[src/rtl/mult_taint_pkg.sv]
// Shared definitions between the multiplier controller and its datapath:
// the strobe bundle and the word-level taint rule for loadable registers.
package mult_taint_pkg;

  typedef struct packed {
    logic mdld;
    logic mdld_t;
    logic mrld;
    logic mrld_t;
    logic rsclear;
    logic rsclear_t;
    logic rsload;
    logic rsload_t;
    logic rsshr;
    logic rsshr_t;
    logic productDone;
    logic productDone_t;
  } strobe_t;

  // A tainted enable means either load outcome was possible, so the result is tainted.
  function automatic logic taint_load(input logic en,
                                      input logic en_t,
                                      input logic old_t,
                                      input logic data_t);
    logic res;
    res = old_t;
    if (en_t) begin
      res = 1'b1;
    end else if (en) begin
      res = data_t;
    end
    return res;
  endfunction

endpackage

[src/rtl/taint_load_reg.sv]
// Data register with load enable and a single word-level taint bit that
// follows the shared load taint rule.
module taint_load_reg
  import mult_taint_pkg::*;
#(
  parameter int W = 4
) (
  input  logic         clk,
  input  logic         rst,
  input  logic         en,
  input  logic         en_t,
  input  logic [W-1:0] d,
  input  logic         d_t,
  output logic [W-1:0] q,
  output logic         q_t
);

  always_ff @(posedge clk or negedge rst) begin
    if (!rst) begin
      q   <= '0;
      q_t <= 1'b0;
    end else begin
      if (en) begin
        q <= d;
      end
      q_t <= taint_load(en, en_t, q_t, d_t);
    end
  end

endmodule

[src/rtl/multiplier_datapath_taint_track_word.sv]
// Shift-add multiplier datapath with word-level taint tracking: operand
// registers, carry-extended result register and a product holding register.
module multiplier_datapath_taint_track_word
  import mult_taint_pkg::*;
#(
  parameter int WIDTH = 4
) (
  input  logic               clk,
  input  logic               rst,
  input  logic [WIDTH-1:0]   multiplicand_in,
  input  logic               multiplicand_in_t,
  input  logic [WIDTH-1:0]   multiplier_in,
  input  logic               multiplier_in_t,
  input  logic               mdld,
  input  logic               mdld_t,
  input  logic               mrld,
  input  logic               mrld_t,
  input  logic               rsclear,
  input  logic               rsclear_t,
  input  logic               rsload,
  input  logic               rsload_t,
  input  logic               rsshr,
  input  logic               rsshr_t,
  input  logic               productDone,
  input  logic               productDone_t,
  output logic [WIDTH-1:0]   multiplierReg,
  output logic               multiplierReg_t,
  output logic [2*WIDTH-1:0] product,
  output logic               product_t,
  output logic               product_valid,
  output logic               product_valid_t
);

  localparam int PW = 2 * WIDTH;

  strobe_t strb;

  logic [WIDTH-1:0] md;
  logic             md_t;
  logic [WIDTH-1:0] mr;
  logic             mr_t;

  logic [PW:0] rs;
  logic        rs_t;
  logic [PW:0] rs_next;
  logic        rs_t_next;

  logic pending;
  logic pend_t;

  assign strb = '{mdld:          mdld,
                  mdld_t:        mdld_t,
                  mrld:          mrld,
                  mrld_t:        mrld_t,
                  rsclear:       rsclear,
                  rsclear_t:     rsclear_t,
                  rsload:        rsload,
                  rsload_t:      rsload_t,
                  rsshr:         rsshr,
                  rsshr_t:       rsshr_t,
                  productDone:   productDone,
                  productDone_t: productDone_t};

  taint_load_reg #(.W(WIDTH)) u_md_reg (
    .clk  (clk),
    .rst  (rst),
    .en   (strb.mdld),
    .en_t (strb.mdld_t),
    .d    (multiplicand_in),
    .d_t  (multiplicand_in_t),
    .q    (md),
    .q_t  (md_t)
  );

  taint_load_reg #(.W(WIDTH)) u_mr_reg (
    .clk  (clk),
    .rst  (rst),
    .en   (strb.mrld),
    .en_t (strb.mrld_t),
    .d    (multiplier_in),
    .d_t  (multiplier_in_t),
    .q    (mr),
    .q_t  (mr_t)
  );

  assign multiplierReg   = mr;
  assign multiplierReg_t = mr_t;

  // The add ignores the old carry: the upper half plus md always fits in WIDTH+1 bits.
  always_comb begin
    rs_next = rs;
    if (strb.rsclear) begin
      rs_next = '0;
    end else if (strb.rsload) begin
      rs_next[PW:WIDTH] = {1'b0, rs[PW-1:WIDTH]} + {1'b0, md};
    end else if (strb.rsshr) begin
      rs_next = {1'b0, rs[PW:1]};
    end

    rs_t_next = 1'b0;
    if (!(strb.rsclear && !strb.rsclear_t)) begin
      rs_t_next = rs_t | strb.rsclear_t | strb.rsload_t | strb.rsshr_t
                | ((strb.rsload | strb.rsload_t) & md_t);
    end
  end

  always_ff @(posedge clk or negedge rst) begin
    if (!rst) begin
      rs   <= '0;
      rs_t <= 1'b0;
    end else begin
      rs   <= rs_next;
      rs_t <= rs_t_next;
    end
  end

  // Capture one edge after productDone, once the final shift has landed in rs.
  // A repeated productDone keeps the capture pending for another edge.
  always_ff @(posedge clk or negedge rst) begin
    if (!rst) begin
      pending         <= 1'b0;
      pend_t          <= 1'b0;
      product         <= '0;
      product_t       <= 1'b0;
      product_valid   <= 1'b0;
      product_valid_t <= 1'b0;
    end else begin
      pend_t          <= strb.productDone_t;
      product_valid_t <= pend_t;
      product_valid   <= 1'b0;
      if (strb.productDone) begin
        pending <= 1'b1;
      end else if (pending) begin
        product       <= rs[PW-1:0];
        product_t     <= rs_t | pend_t;
        product_valid <= 1'b1;
        pending       <= 1'b0;
      end
    end
  end

endmodule

[config.mk]
export PLATFORM = sky130hd
export DESIGN_NAME = multiplier_datapath_taint_track_word
export DESIGN_NICKNAME = d
export VERILOG_FILES = /design/src/rtl/mult_taint_pkg.sv /design/src/rtl/taint_load_reg.sv /design/src/rtl/multiplier_datapath_taint_track_word.sv
export SDC_FILE = /design/constraint.sdc
export NUM_CORES = 1
export LEC_CHECK = 0
export ABC_AREA = 1
export BUFFER_PORTS_ARGS = -buffer_cell sky130_fd_sc_hd__buf_4
export CORE_ASPECT_RATIO = 1.4
export CORE_MARGIN = 4
export CORE_UTILIZATION = 50
export DETAILED_ROUTE_END_ITERATION = 6
export PLACE_DENSITY = 0.77
export SLEW_MARGIN = 10
export SYNTH_ARGS = -nofsm -noshare
export SYNTH_HDL_FRONTEND = slang
export SYNTH_SLANG_ARGS = --single-unit
[constraint.sdc]
create_clock -name clk -period 2 [get_ports clk]
set_clock_uncertainty 0.15 [all_clocks]
set_input_delay 0.1 -clock clk [delete_from_list [all_inputs] [get_ports clk]]
set_output_delay 0.1 -clock clk [all_outputs]
set_load 0.005 [all_outputs]
==> tab_implementation.tex, run 1 <==
\begin{tabular}{lr}
\hline
Metric & Value \\
\hline
\multicolumn{2}{l}{\textbf{Routing}} \\
\quad Number of vias after detailed routing & 1241 \\
\quad Total wire length after detailed routing & around 3500 um \\
\quad Number of remaining DRC errors & 0 \\
\quad First-pass iteration count of the detailed router & 4 \\
\quad Initial drt markers & 22 \\
\quad Post-route ant nets & 0 \\
\quad Routed vias/inst & around 5 \\
\quad Wire per inst & approximately 14 um \\
\multicolumn{2}{l}{\textbf{Clock tree}} \\
\quad CTS clk-pin slew, worst paths & about 0.10 ns \\
\quad Depth of the CTS H-tree & 2 \\
\quad Setup bufs post-CTS & 0 \\
\quad Clock root cell & sky130\_fd\_sc\_hd\_\_clkbuf\_4 \\
\quad Clock latency on the worst-skew pair & between 0.3 and 0.4 ns \\
\quad Maximum root-to-sink buffer count & 2 \\
\quad Clock buffers created by TritonCTS & 5 \\
\quad Number of sinks on the clock net & 33 \\
\quad Post-CTS Resized & 0 \\
\quad CTS tree & done \\
\multicolumn{2}{l}{\textbf{Setup path}} \\
\quad Endpoint of the most critical register-to-register path & rs[8] \\
\quad FF-to-FF path depth & 6 \\
\quad Register-to-register setup slack & roughly 0.34 ns \\
\quad Worst endpoint data arrival time & roughly 2.0 ns \\
\quad Worst endpoint required time & 2.08 ns \\
\quad R2R Path Start & rs[4] \\
\quad Kind of critical path & input pin to flop \\
\quad Worst setup EP type & flop \\
\quad Sort of element at the start of the critical path & input pin \\
\quad Worst Path Max Fanout & 1 \\
\multicolumn{2}{l}{\textbf{Final layout}} \\
\quad Leading cell types in the layout, fill and taps excluded & sky130\_fd\_sc\_hd\_\_buf\_4 (39), sky130\_fd\_sc\_hd\_\_dfrtp\_1 (33), sky130\_fd\_sc\_hd\_\_dlygate4sd3\_1 (31), sky130\_fd\_sc\_hd\_\_nand2\_1 (21), sky130\_fd\_sc\_hd\_\_inv\_1 (17) \\
\quad Fin nets & roughly 240 \\
\quad Proportion of layout cells with a drive suffix above 1 & 0.296 \\
\quad Synth-to-layout area growth & 50.0\% \\
\quad Final core area utilization & 0.797 \\
\quad Leading cell type in the layout, fill and taps excluded & sky130\_fd\_sc\_hd\_\_buf\_4 \\
\quad Diodes inserted & 0 \\
\multicolumn{2}{l}{\textbf{Yosys}} \\
\quad Number of synthesized register bits & 33 \\
\quad Number of warnings reported in the yosys synthesis log & 0 \\
\quad Seq/Total Area, Yosys & 0.583 \\
\quad Post-Synthesis Cell Area & about 0.0014 mm\^{}2 \\
\quad Post-synthesis net count & between 150 and 200 \\
\quad Number of cells produced by synthesis & 137 \\
\quad Number of unique standard cell types used by synthesis & 23 \\
\quad Avg Synthesized Cell Area & between 10 and 15 um\^{}2 \\
\multicolumn{2}{l}{\textbf{Floorplan}} \\
\quad Boundary Pins & 40 \\
\quad Placeable core area & around 0.0027 mm\^{}2 \\
\quad Die height & 71 um \\
\quad Row count & 22 \\
\quad Starting density of the core & 0.531 \\
\quad Chip Width & 53 um \\
\quad Total Die Area & approximately 0.0038 mm\^{}2 \\
\multicolumn{2}{l}{\textbf{STA}} \\
\quad Shortest clock period the worst path allows after layout & 1.92 ns \\
\quad Final Cycle Share & 0.960 \\
\quad Number of slew-limit violations in the final report & 0 \\
\quad Number of hold-slack violations in the final timing report & 0 \\
\quad RSZ-0062 raised after global routing & no \\
\quad Final setup violating endpoints & 0 \\
\quad Highest achievable clock rate & between 500 and 600 MHz \\
\quad Worst Tran Pin Value & 0.411 ns \\
\quad Normalized max-slew margin & 0.726 \\
\quad Setup Total Neg Slack & 0 ns \\
\multicolumn{2}{l}{\textbf{Power}} \\
\quad Cell area power density & between 700 and 800 mW/mm\^{}2 \\
\quad Peak supply drop & 0.677 mV \\
\quad Leakage component of the power & between 1 and 1.5 nW \\
\multicolumn{2}{l}{\textbf{Place}} \\
\quad Final Wtd Congestion & between 0.8 and 0.9 \\
\quad Detailed Place HPWL & 2140 um \\
\quad I/O Buffers & 39 \\
\multicolumn{2}{l}{\textbf{Global routing}} \\
\quad Number of global-route vias before repair & 1361 \\
\quad Number of antenna violations at the first check in global routing & 0 \\
\quad Pin count of the biggest net entering global routing & 34 \\
\quad All-layer global routing usage & 0.221 \\
\quad Wire length of the first global-routing pass & 6000 um \\
\quad Total grt overflow & 0 \\
\multicolumn{2}{l}{\textbf{Hold path}} \\
\quad Class of the tightest hold or removal check & input pin to asynchronous set/reset pin \\
\multicolumn{2}{l}{\textbf{Run}} \\
\quad Total of max-cap violations & 0 \\
\multicolumn{2}{l}{\textbf{Status}} \\
\quad Status & completed \\
\hline
\end{tabular}
==> repair_timing <==
item | in CTS | in global routing
endpoints found under the setup margin | 0 | 2
hold buffers | 33 | 0
hold endpoints to repair | 57 | 0
==> worst max path at each step <==
| stage | slack, ns | cells after the start | start | to |
|---|---|---|---|---|
| 2_1_floorplan | 0.50 | 6 | rs[4] | rs[8] |
| 3_3_place_gp | 0.44 | 6 | rs[4] | rs[8] |
| 3_5_place_dp | 0.36 | 6 | rs[4] | rs[8] |
| 4_1_cts | 0.05 | 6 | mrld_t | u_mr_reg.q_t |
| 5_1_grt | 0.07 | 6 | multiplicand_in[1] | u_md_reg.q[1] |
| 6_report | 0.08 | 6 | multiplicand_in[1] | u_md_reg.q[1] |
==> critical path: stages <==
cell,delay [ns]
sky130_fd_sc_hd__dlygate4sd3_1,0.55
sky130_fd_sc_hd__buf_4,0.13
sky130_fd_sc_hd__nand2_1,0.05
sky130_fd_sc_hd__dlygate4sd3_1,0.54
sky130_fd_sc_hd__o21ai_0,0.08
sky130_fd_sc_hd__dlygate4sd3_1,0.55
==> layout make-up <==
type | instances | area (um^2)
clock buffer | 7 | 65.1
clock inverter | 1 | 5.00
fill | 178 | 543
inverter | 20 | 77.6
multi-input combinational | 82 | 505
sequential | 33 | 826
tap | 36 | 45.0
timing repair buffer | 70 | 603
==> metrics by stage <==
| stage | total power, mW | hold WS [ns] | cells | setup WS (ns) | cell area [um^2] |
|---|---|---|---|---|---|
| 4_1_cts | 1.52 | 0.0871 | 251 | 0.0473 | 2150 |
| 3_3_place_gp | 1.02 | -0.0939 | 210 | 0.439 | 1750 |
| 3_5_place_dp | 1.03 | -0.0787 | 210 | 0.357 | 1750 |
| 2_1_floorplan | 0.897 | -0.346 | 137 | 0.498 | 1420 |
| 6_report | 1.51 | 0.0942 | 249 | 0.0808 | 2130 |
| 5_1_grt | 1.60 | 0.124 | 249 | 0.0713 | 2130 |
==> kinds of logic after synthesis <==
kind of cell	after synthesis	synth area share
xor gates and xnor gates	1	0.00618
muxes	7	0.0556
AOI/OAI and AO/OA	30	0.120
DFF	33	0.583
adders and majority gates	5	0.0494
and+or+nand+nor	39	0.125
buffers and inverters	22	0.0609
==> sequential cells by signal, indices dropped and copies added (netlist names) <==
signal,flops
pend_t,1
pending,1
product,8
product_t,1
product_valid,1
product_valid_t,1
rs,9
rs_t,1
u_md_reg.q,4
u_md_reg.q_t,1
u_mr_reg.q,4
u_mr_reg.q_t,1
==> power by group <==
part | internal, mW | total, mW | switching (mW)
Sequential | 0.725 | 0.758 | 0.0333
Combinational | 0.182 | 0.325 | 0.143
Clock | 0.204 | 0.431 | 0.228
Total | 1.11 | 1.51 | 0.404
==> cell usage after synthesis <==
library cell	count	area share
sky130_fd_sc_hd__a21oi_2	1	0.0062
sky130_fd_sc_hd__nor3_1	1	0.0035
sky130_fd_sc_hd__clkbuf_1	1	0.0026
sky130_fd_sc_hd__buf_2	1	0.0035
sky130_fd_sc_hd__nor2_2	2	0.0088
sky130_fd_sc_hd__nand3_1	8	0.028
sky130_fd_sc_hd__xnor2_1	1	0.0062
sky130_fd_sc_hd__inv_1	17	0.045
sky130_fd_sc_hd__o22ai_1	2	0.0088
sky130_fd_sc_hd__inv_2	2	0.0053
sky130_fd_sc_hd__fa_1	1	0.014
sky130_fd_sc_hd__mux2_2	7	0.056
sky130_fd_sc_hd__a21oi_4	1	0.011
sky130_fd_sc_hd__ha_1	4	0.035
sky130_fd_sc_hd__o21ai_1	7	0.025
sky130_fd_sc_hd__dfrtp_1	33	0.58
sky130_fd_sc_hd__a21o_1	1	0.0053
sky130_fd_sc_hd__inv_4	1	0.0044
sky130_fd_sc_hd__nor2_1	5	0.013
sky130_fd_sc_hd__o21ai_0	14	0.049
sky130_fd_sc_hd__a21oi_1	4	0.014
sky130_fd_sc_hd__nand2_4	2	0.016
sky130_fd_sc_hd__nand2_1	21	0.056
==> layer usage <==
layer  vias to the layer above  share of wire  global-route usage
li1                        597              -                   -
met1                       589           0.38               0.238
met2                        40           0.53               0.377
met3                        15          0.056              0.0695
met4                         0          0.038               0.108
met5                         -              0                   0
No activity file was read; power rests on OpenSTA's default activity.
==> run 2, diff against run 1 <==
--- a/config.mk
+++ b/config.mk
@@ -12,6 +12,7 @@
 export CORE_UTILIZATION = 50
 export DETAILED_ROUTE_END_ITERATION = 6
 export PLACE_DENSITY = 0.77
+export REMOVE_ABC_BUFFERS = 1
 export SLEW_MARGIN = 10
 export SYNTH_ARGS = -nofsm -noshare
 export SYNTH_HDL_FRONTEND = slang
==> tab_implementation.tex, run 2 (synthesis gave the netlist of run 1 again) <==
\begin{tabular}{lr}
\hline
Metric & Value \\
\hline
\multicolumn{2}{l}{\textbf{Clock tree}} \\
\quad CTS clk-pin slew, worst paths & 0.11 ns (about the same) \\
\quad Setup bufs post-CTS & 0 (unchanged) \\
\quad Clock buffers created by TritonCTS & 5 (unchanged) \\
\quad CTS tree & done \\
\quad Number of sinks on the clock net & 33 (unchanged) \\
\quad Clock latency on the worst-skew pair & 0.34 ns (about the same) \\
\quad Depth of the CTS H-tree & 2 (unchanged) \\
\quad Maximum root-to-sink buffer count & 2 (unchanged) \\
\quad Clock root cell & sky130\_fd\_sc\_hd\_\_clkbuf\_4 \\
\multicolumn{2}{l}{\textbf{Global routing}} \\
\quad All-layer global routing usage & 0.213 (-0.00781) \\
\quad Number of antenna violations at the first check in global routing & 0 (unchanged) \\
\quad Total grt overflow & 0 (unchanged) \\
\quad Pin count of the biggest net entering global routing & 34 (unchanged) \\
\quad Number of global-route vias before repair & 1306 (-4.0\%) \\
\quad Wire length of the first global-routing pass & 5760 um (-4.0\%) \\
\multicolumn{2}{l}{\textbf{Floorplan}} \\
\quad Starting density of the core & 0.531 (unchanged) \\
\quad Total Die Area & 0.00376 mm\^{}2 (unchanged) \\
\quad Placeable core area & 0.00267 mm\^{}2 (unchanged) \\
\quad Die height & 71 um (unchanged) \\
\quad Chip Width & 53 um (unchanged) \\
\quad Row count & 22 (unchanged) \\
\quad Boundary Pins & 40 (unchanged) \\
\multicolumn{2}{l}{\textbf{Routing}} \\
\quad First-pass iteration count of the detailed router & 4 (unchanged) \\
\quad Post-route ant nets & 0 (unchanged) \\
\quad Total wire length after detailed routing & 3470 um (-0.63\%) \\
\quad Initial drt markers & 38 (+73\%) \\
\quad Wire per inst & 14.0 um (-0.23\%) \\
\quad Number of vias after detailed routing & 1227 (-1.1\%) \\
\quad Routed vias/inst & 4.95 (-0.73\%) \\
\quad Number of remaining DRC errors & 0 (unchanged) \\
\multicolumn{2}{l}{\textbf{Hold path}} \\
\quad Class of the tightest hold or removal check & input pin to asynchronous set/reset pin \\
\multicolumn{2}{l}{\textbf{Place}} \\
\quad Detailed Place HPWL & 2180 um (+1.8\%) \\
\quad Pre-CTS setup slack & 0.271 ns (-0.0863 ns) \\
\quad I/O Buffers & 39 (unchanged) \\
\quad Final Wtd Congestion & 0.884 (+1.8\%) \\
\multicolumn{2}{l}{\textbf{STA}} \\
\quad Setup Total Neg Slack & 0 ns (unchanged) \\
\quad Highest achievable clock rate & 520 MHz (-0.24\%) \\
\quad Final Worst Setup Slack & 0.0761 ns (-0.00470 ns) \\
\quad Normalized max-slew margin & 0.736 (+0.0103) \\
\quad RSZ-0062 raised after global routing & no \\
\quad Shortest clock period the worst path allows after layout & 1.92 ns (+0.00470 ns) \\
\quad Hold Slack & 0.0981 ns (+0.00383 ns) \\
\quad Number of slew-limit violations in the final report & 0 (unchanged) \\
\quad Worst Tran Pin Value & 0.395 ns (-0.0155 ns) \\
\quad Final setup violating endpoints & 0 (unchanged) \\
\quad Number of hold-slack violations in the final timing report & 0 (unchanged) \\
\quad Final Cycle Share & 0.962 (+0.00235) \\
\multicolumn{2}{l}{\textbf{Setup path}} \\
\quad FF-to-FF path depth & 6 (unchanged) \\
\quad Sort of element at the start of the critical path & input pin \\
\quad Worst setup EP type & flop \\
\quad Worst endpoint required time & 2.06 ns (-0.02 ns) \\
\quad Worst Path Max Fanout & 1 (unchanged) \\
\quad Kind of critical path & input pin to flop \\
\quad Worst endpoint data arrival time & 1.99 ns (about the same) \\
\multicolumn{2}{l}{\textbf{Power}} \\
\quad Total Power & 1.44 mW (-5.1\%) \\
\quad Cell area power density & 683 mW/mm\^{}2 (-4.0\%) \\
\quad Leakage component of the power & 1.03 nW (-1.1\%) \\
\quad Peak supply drop & 0.568 mV (-16\%) \\
\multicolumn{2}{l}{\textbf{Final layout}} \\
\quad Fill cells & 182 (+2.2\%) \\
\quad Number of flip-flops under the largest register name & 9 (unchanged) \\
\quad Leading cell type in the layout, fill and taps excluded & sky130\_fd\_sc\_hd\_\_buf\_4 \\
\quad Leading cell types in the layout, fill and taps excluded & sky130\_fd\_sc\_hd\_\_buf\_4 (39), sky130\_fd\_sc\_hd\_\_dfrtp\_1 (33), sky130\_fd\_sc\_hd\_\_dlygate4sd3\_1 (30), sky130\_fd\_sc\_hd\_\_nand2\_1 (21), sky130\_fd\_sc\_hd\_\_inv\_1 (17) \\
\quad Fin nets & 240 (-0.41\%) \\
\quad Register name with the most flops & rs \\
\quad Largest registers & rs x9, product x8 \\
\quad Proportion of layout cells with a drive suffix above 1 & 0.297 (+0.00140) \\
\quad Synth-to-layout area growth & 48.3\% \\
\quad Diodes inserted & 0 (unchanged) \\
\multicolumn{2}{l}{\textbf{Status}} \\
\quad Status & completed \\
\multicolumn{2}{l}{\textbf{Run}} \\
\quad Total of max-cap violations & 0 (unchanged) \\
\hline
\end{tabular}
==> run 2: critical path, cell delays in order <==
cell and delay, ns:
sky130_fd_sc_hd__dlygate4sd3_1 0.54, sky130_fd_sc_hd__buf_4 0.13, sky130_fd_sc_hd__nand2_1 0.05, sky130_fd_sc_hd__dlygate4sd3_1 0.53, sky130_fd_sc_hd__o21ai_0 0.08, sky130_fd_sc_hd__dlygate4sd3_1 0.57
==> run 2: power breakdown <==
part	switching [mW]	internal, mW	total (mW)
Combinational	0.145	0.181	0.327
Clock	0.217	0.134	0.350
Sequential	0.0346	0.725	0.759
Total	0.397	1.04	1.44
==> run 2: layout make-up <==
type,instances,area [um^2],share of cell area
multi-input combinational,82,509,0.242
tap,36,45.0,0.0214
clock buffer,6,41.3,0.0196
clock inverter,2,10.0,0.00476
sequential,33,826,0.393
timing repair buffer,69,593,0.282
inverter,20,77.6,0.0369
==> run 2: timing repair <==
| item | CTS | global route |
|---|---|---|
| gates resized for setup | 0 | 1 |
| hold buffers | 32 | 0 |
| setup endpoints to repair | 0 | 2 |
| hold endpoints to repair | 54 | 0 |
==> run 2: metal layers <==
metal / wire length, um / GRT usage / vias up / share of wire
li1: - / - / 589 / -
met1: 1290 / 0.231 / 582 / 0.37
met2: 1870 / 0.369 / 44 / 0.54
met3: 195 / 0.0632 / 12 / 0.056
met4: 112 / 0.0966 / 0 / 0.032
met5: 0 / 0 / - / 0
==> run 2: worst paths after layout <==
| path | from | slack, ns | to |
|---|---|---|---|
| min in group clk | pend_t | 0.24 | product_valid_t |
| max reg2reg | rs[4] | 0.24 | rs[8] |
| max | multiplicand_in[1] | 0.08 | u_md_reg.q[1] |
| min reg2reg | pend_t | 0.24 | product_valid_t |
| min | rst | 0.1 | rs[4] |
| max in group asynchronous | rst | 1.31 | product[2] |
==> run 2: metrics by stage <==
step / cells / util / instance area [um^2]
after global placement: 210 / 0.654 / 1750
after global routing: 248 / 0.787 / 2100
after detailed placement: 210 / 0.654 / 1750
after CTS: 250 / 0.793 / 2120
after floorplan: 135 / - / 1410
final: 248 / 0.787 / 2100
